--- config.mk ---
export PLATFORM = sky130hd
export DESIGN_NAME = ex_mul_unit
export DESIGN_NICKNAME = d
export VERILOG_FILES = /design/src/rtl/ex_mul_unit.sv
export SDC_FILE = /design/constraint.sdc
export NUM_CORES = 1
export LEC_CHECK = 0
export ABC_AREA = 1
export CORE_MARGIN = 10
export CORE_UTILIZATION = 53
export DETAILED_ROUTE_END_ITERATION = 12
export DONT_BUFFER_PORTS = 1
export GPL_ROUTABILITY_DRIVEN = 0
export PLACE_DENSITY = 0.77
export SLEW_MARGIN = 40
export SYNTH_ARGS = -nofsm -noshare
export SYNTH_HDL_FRONTEND = slang
export SYNTH_SLANG_ARGS = --single-unit
--- constraint.sdc ---
create_clock -name clk -period 2.2 [get_ports clk]
set_input_delay 0.33 -clock clk [delete_from_list [all_inputs] [get_ports clk]]
set_output_delay 0.33 -clock clk [all_outputs]
set_load 0.03 [all_outputs]
--- src/rtl/ex_mul_unit.sv ---
// EX-stage iterative shift-add multiplier: one multiplier bit per cycle, early exit
// once the remaining multiplier bits are zero, stall upstream while iterating.
module ex_mul_unit #(
  parameter int unsigned XLEN     = 32,
  parameter int unsigned CNT_BITS = 6
) (
  input  logic            clk,
  input  logic            rst,
  input  logic            EX_mul,
  input  logic [XLEN-1:0] EX_a,
  input  logic [XLEN-1:0] EX_b,
  input  logic [4:0]      EX_rd,
  input  logic            EX_we,
  input  logic            EX_taken,
  input  logic            MEM_stall,
  output logic            MUL_stall,
  output logic            MUL_valid,
  output logic [XLEN-1:0] MUL_result,
  output logic [4:0]      MUL_rd,
  output logic            MUL_we
);

  typedef enum logic [1:0] {IDLE, BUSY, DONE} state_t;

  state_t              state, state_nxt;
  logic [XLEN-1:0]     mcand, mplier, acc;
  logic [CNT_BITS-1:0] cnt;
  logic [4:0]          rd_q;
  logic                we_q;
  logic                start, iterate, last_iter;

  always_comb begin
    state_nxt  = state;
    start      = 1'b0;
    iterate    = 1'b0;
    MUL_stall  = 1'b0;
    MUL_valid  = 1'b0;
    MUL_result = '0;
    MUL_rd     = '0;
    MUL_we     = 1'b0;
    // Stop as soon as no set multiplier bits remain after this step.
    last_iter  = ((mplier >> 1) == '0) || (cnt == CNT_BITS'(XLEN - 1));
    case (state)
      IDLE: begin
        if (EX_mul && !EX_taken) begin
          start     = 1'b1;
          MUL_stall = 1'b1;
          state_nxt = BUSY;
        end
      end
      BUSY: begin
        MUL_stall = 1'b1;
        if (EX_taken) begin
          state_nxt = IDLE;
        end else begin
          iterate = 1'b1;
          if (last_iter) state_nxt = DONE;
        end
      end
      DONE: begin
        MUL_valid  = 1'b1;
        MUL_result = acc;
        MUL_rd     = rd_q;
        MUL_we     = we_q;
        if (!MEM_stall) state_nxt = IDLE;
      end
      default: state_nxt = IDLE;
    endcase
  end

  always_ff @(posedge clk) begin
    if (!rst) begin
      state  <= IDLE;
      mcand  <= '0;
      mplier <= '0;
      acc    <= '0;
      cnt    <= '0;
      rd_q   <= '0;
      we_q   <= 1'b0;
    end else begin
      state <= state_nxt;
      if (start) begin
        mcand  <= EX_a;
        mplier <= EX_b;
        acc    <= '0;
        cnt    <= '0;
        rd_q   <= EX_rd;
        we_q   <= EX_we;
      end else if (iterate) begin
        if (mplier[0]) acc <= acc + mcand;
        mcand  <= mcand << 1;
        mplier <= mplier >> 1;
        cnt    <= cnt + 1'b1;
      end
    end
  end

endmodule

==> reports/results.ini, run 1 <==
[status]
status = finished clean

[timing]
setup_violations = 0
slew_viol_final = 0
period_minus_slack_ns = 2.06
rsz0062_at_grt = no
maxSlewHeadroom_pct = 59.7
max_freq_mhz = 485
skew_ns = 0.00818
worst_slack_ns = 0.140
finalCritPeriodShare_pct = 93.6
timing.final.hold_violations = 0
worstMarginPinSlew_ns = 0.601
tns_ns = 0

[synthesis]
seq_area_frac_synth_pct = 31.3
ys_top_cells_by_area = dfxtp_1 31%, nand2_1 20%, inv_1 10%
syn_area_per_cell_um2 = 6.03
synth_flop_cell = dfxtp_1
synth_top_area_share_pct = 31.3
synth-seq-cells = 110
postSynthCellCount = 1168
syn-num-nets = 1276
synthArstFlopShare_pct = 0
ys_types = 30
ys_top_cells_by_count = 379 x nand2_1, 193 x inv_1, 110 x dfxtp_1, 100 x nor2_1, 92 x a21oi_1
yosysWarnings = 0
yosys.area.top_type = dfxtp_1
yosysMostFrequentCell = nand2_1
synth_edf_count = 0
syn_area_um2 = 7040

[floorplanning]
die_area_um2 = 18300
initial_core_util_pct = 53.6
coreArea_um2 = 13100
ios = 115
die_x_um = 135
num_rows = 42
fp.dieH_um = 135

[setup_path]
rrSetupSlack_ns = 0.14
required_ns = 2.47
critPathLaunchType = register
crit_type = reg2reg
cp_max_fo = 4
endpoint_kind = register
arrival_ns = 2.33

[pwr]
power_frac_comb_pct = 10.6
p_sw_mw = 1.19
peakVddDrop_v = 0.000504
p_seq_share_pct = 50.7
p_int_mw = 3.05
leakagePower_nw = 3.88
p_per_area_nw_per_um2 = 543
total_power_mw = 4.24
p_sw_share_pct = 28.1
clock_power_share_pct = 38.7

[detailed_routing]
via_count = 7032
wl_per_cell_um = 13.9
wirelength_um = 19000
drt_iter0_drc = 544
drt-pass1-iter-count = 5
drc_errors = 0
via_per_inst = 5.14
ant_nets = 0

[global_route]
grt-busiest-layer = met2
grt_start_max_net_pins = 62
grtUsageMet3_pct = 5.64
grt_overflow = 0
grt_pass1_wl_um = 31800
antenna_found_initial = 0
grt_use_total_pct = 20.9
grt_util_met2_pct = 35.5
grt_pass1_vias = 6752
met1_usage_pct = 26.0

[layout]
antenna_cells = 0
final.fill_count = 1340
area_growth_syn_to_layout_pct = 10.9
nets = 1296
seq_area_um2 = 2200
drive_gt1_share_pct = 6.71
stdcell_area_um2 = 7810
multi_input_area_um2 = 3910

[clocking]
cts_tree = done
cts.sinks = 110
root_buffer = clkbuf_16
clk_pin_slew_ns = 0.08
clock_path_buffers = 2
cts_resized = 0
cts.htree.levels = 3
cts_buffers = 9
clkLatencyLatePin_ns = 0.37
post_cts_buffers = 0
hold_buffers = 0

[hold_path]
min_path_type = in2reg

[flow_run]
drv_cap = 0

[placed_design]
place_area_um2 = 7510
dp_slack_ns = 0.180
dp_hpwl_um = 14400
placement.io_buffers = 0

==> routing by layer <==
metal	up-vias	wire length (um)
met5	-	0
met4	0	247
met3	23	1350
met2	189	8840
met1	3132	8610
li1	3688	-
==> cells by family (layout without fill, tap and decap cells) <==
family	count (synthesis)	in the layout	share of synthesized area [%]
xor+xnor	17	17	2.11
fa+ha+maj	33	33	5.97
compound gates	217	217	16.4
buf+inv	243	268	13.2
simple gates	548	548	31.0
flops	110	110	31.3
==> placed cells by master (no fill, tap or decap), types with 2 or more instances in the layout <==
| cell type | count |
|---|---|
| inv_1 | 193 |
| o21ai_0 | 50 |
| o211ai_1 | 4 |
| nor2_4 | 2 |
| nand3_1 | 49 |
| a31oi_1 | 33 |
| a21oi_1 | 92 |
| nor3_1 | 9 |
| clkbuf_16 | 9 |
| nand4_1 | 4 |
| inv_2 | 6 |
| buf_4 | 49 |
| o21ai_1 | 30 |
| buf_12 | 3 |
| inv_8 | 2 |
| ha_1 | 32 |
| a21o_1 | 3 |
| nor2_1 | 99 |
| dfxtp_1 | 110 |
| o21bai_1 | 3 |
| xor2_1 | 16 |
| nand2_1 | 379 |
| inv_6 | 3 |
==> flip-flops by register name (all words and copies together), names as in the netlist <==
register	flops
acc	32
state	2
we_q	1
mcand	32
cnt	6
mplier	32
rd_q	5
==> per-stage QoR <==
step | std cells | hold WS [ns] | utilization [%]
after floorplan | 1168 | 0.430 | -
after global placement | 1353 | 0.438 | 57.2
after detailed placement | 1353 | 0.441 | 57.2
after CTS | 1369 | 0.0585 | 59.4
after global routing | 1369 | 0.0614 | 59.4
final | 1369 | 0.0728 | 59.4
==> path summary, 6_finish.rpt <==
kind                  from  cells after the start    endpoint
setup / recovery  mcand[0]                     12     acc[20]
hold / removal         rst                      2  mplier[26]
setup reg to reg  mcand[0]                     12     acc[20]
hold reg to reg    rd_q[3]                      2     rd_q[3]
==> cell type report <==
cell class              instances  share of cell area [%]
multi-input cells             815                    50.1
clock inverters                 7                   0.898
clock buffers                   9                    2.89
inverters                     200                    9.62
well taps                     176                    2.82
repair buffers                 52                    5.48
flip-flops and latches        110                    28.2
==> worst max-delay path, stage by stage (launching register included) <==
cell and delay (ns):
dfxtp_1 0.33, ha_1 0.24, fa_1 0.44, nand3_1 0.11, nand3_1 0.13, nand3_1 0.10
nand3_1 0.17, nand3_1 0.14, nand2_1 0.05, nand2_1 0.05, nand3_1 0.07, nand2_1 0.09
inv_1 0.04
==> power groups by stage <==
stage | Clock, mW | Combinational, mW | Sequential (mW)
floorplan | 0 | 0.348 | 2.17
global placement | 0 | 0.440 | 2.19
detailed placement | 0 | 0.449 | 2.19
CTS | 1.67 | 0.452 | 2.15
global route | 1.73 | 0.516 | 2.16
finish | 1.64 | 0.450 | 2.15
No activity file was read; power rests on OpenSTA's default activity.
==> inputs of run 2 (changes only) <==
CORE_MARGIN = unset   (was 10)
==> reports/results.ini, run 2 (synthesis gave the netlist of run 1 again) <==
[status]
status = finished clean

[setup_path]
rrSetupSlack_ns = 0.14  ; about the same
slowest_stage = ha_1
arrival_ns = 2.34  ; about the same
slowest_delay_ns = 0.40  ; -0.04 ns
cp_cell_sequence = ha_1 -> nand2_1 -> nor2_1 -> nand2_1 -> nor3_1 -> nand2_1 -> nand3_1 -> nand3_1 -> nand2_1 -> inv_1
crit_buf_inv = 1  ; unchanged
r2r-end = acc[27]
ff2ff_path_depth = 10  ; -2
endpoint_kind = register
cp_common_cell = nand2_1
cp_max_fo = 5  ; +1
critPathLaunchType = register
crit_type = reg2reg
required_ns = 2.48  ; about the same
reg2reg_from = acc[18]
critPathTopFamily = simple AND/OR/NAND/NOR gates

[layout]
area_growth_syn_to_layout_pct = 11.0
antenna_cells = 0  ; unchanged
final_cell_mix = 379 x nand2_1, 193 x inv_1, 110 x dfxtp_1
layout_commonest_cell = nand2_1
final.fill_count = 1250  ; -6.7%
nets = 1298  ; +0.15%
largestRegisters = acc: 32 flops, mcand: 32 flops, mplier: 32 flops
utilization_pct = 61.2  ; +1.8 points
drive_gt1_share_pct = 6.95  ; +0.24 points

[pwr]
peakVddDrop_v = 0.000468  ; -7.0%
p_per_area_nw_per_um2 = 548  ; +0.90%
leakagePower_nw = 3.88  ; +0.24%

[clocking]
clk_pin_slew_ns = 0.08  ; about the same
clkLatencyLatePin_ns = 0.37  ; about the same
cts_buffers = 9  ; unchanged
cts.sinks = 110  ; unchanged
cts_tree = done
hold_buffers = 0  ; unchanged
clock_path_buffers = 2  ; unchanged
post_cts_buffers = 0  ; unchanged
cts.htree.levels = 3  ; unchanged
cts_resized = 0  ; unchanged
root_buffer = clkbuf_16

[flow_run]
drv_cap = 0  ; unchanged

[timing]
tns_ns = 0  ; unchanged
skew_ns = 0.00991  ; +0.00173 ns
setup_violations = 0  ; unchanged
worstMarginPinSlew_ns = 0.598  ; -0.00396 ns
finalCritPeriodShare_pct = 93.7  ; about the same
rsz0062_at_grt = no
maxSlewHeadroom_pct = 59.9  ; +0.27 points
period_minus_slack_ns = 2.06  ; +0.000756 ns
timing.final.hold_violations = 0  ; unchanged
slew_viol_final = 0  ; unchanged
max_freq_mhz = 485  ; about the same
worst_slack_ns = 0.139  ; -0.000756 ns
holdWs_ns = 0.0699  ; -0.00283 ns

[hold_path]
min_path_type = in2reg
min_path_cells = 2  ; unchanged
hold_end = mplier[26]
hp-start = rst

[detailed_routing]
drc_errors = 0  ; unchanged
routed.top_layer = met4
wl_met3_um = 1060  ; -21%
wl_met2_um = 8010  ; -9.4%
wirelength_um = 18000  ; -5.3%
drt_iter0_drc = 473  ; -13%
drt-pass1-iter-count = 5  ; unchanged
via_count = 7150  ; +1.7%
via_per_inst = 5.23  ; +1.8%
ant_nets = 0  ; unchanged
wl_per_cell_um = 13.2  ; -5.1%
wl_met1_um = 8470  ; -1.7%

[floorplanning]
num_rows = 41  ; -2.4%
initial_core_util_pct = 55.1  ; +1.5 points
ios = 115  ; unchanged
fp.dieH_um = 117  ; -13%
coreArea_um2 = 12800  ; -2.8%
die_area_um2 = 13700  ; -25%
die_x_um = 117  ; -13%

[global_route]
grt_pass1_vias = 6673  ; -1.2%
grt_use_total_pct = 28.0  ; +7.1 points
grt_overflow = 0  ; unchanged
grt_pass1_wl_um = 30200  ; -4.7%
grt_start_max_net_pins = 51  ; -18%
antenna_found_initial = 0  ; unchanged

[placed_design]
placement.io_buffers = 0  ; unchanged
dp_slack_ns = 0.208  ; +0.0279 ns
dp_hpwl_um = 13300  ; -7.5%

-- run 2: cell type report --
type | count | area [um2] | area share [%]
Clock buffer | 9 | 225 | 2.88
Clock inverter | 7 | 86.3 | 1.10
Tap cell | 172 | 215 | 2.75
Sequential cell | 110 | 2200 | 28.2
Multi-Input combinational cell | 815 | 3920 | 50.1
Timing Repair Buffer | 54 | 422 | 5.39
Inverter | 200 | 751 | 9.60
-- run 2: worst max path at each step --
stage / endpoint / slack, ns / depth (start not counted) / from
2_1_floorplan: MUL_result[11] / 0.17 / 6 / state[1]
3_3_place_gp: acc[27] / 0.20 / 10 / acc[18]
3_5_place_dp: acc[20] / 0.21 / 12 / mcand[0]
4_1_cts: MUL_result[30] / 0.09 / 5 / state[0]
5_1_grt: acc[24] / 0.007 / 12 / mcand[0]
6_report: acc[27] / 0.14 / 10 / acc[18]
-- run 2: metrics by stage --
stage | area (um2) | total power [mW] | cells
after floorplan | 7040 | 2.52 | 1168
after global placement | 7500 | 2.62 | 1351
after detailed placement | 7500 | 2.63 | 1351
after CTS | 7810 | 4.31 | 1367
after global routing | 7820 | 4.46 | 1367
final | 7820 | 4.28 | 1367
-- run 2: per-layer routing --
metal | vias to the layer above | track usage (%)
met5 | - | 0
met4 | 0 | 11.4
met1 | 3211 | 35.6
li1 | 3707 | -
met2 | 198 | 46.3
met3 | 34 | 5.87
-- run 2: power breakdown --
part | total [mW] | switching, mW | internal, mW
combinational | 0.445 | 0.287 | 0.158
sequential | 2.15 | 0.0661 | 2.08
clock | 1.69 | 0.869 | 0.819
total | 4.28 | 1.22 | 3.06
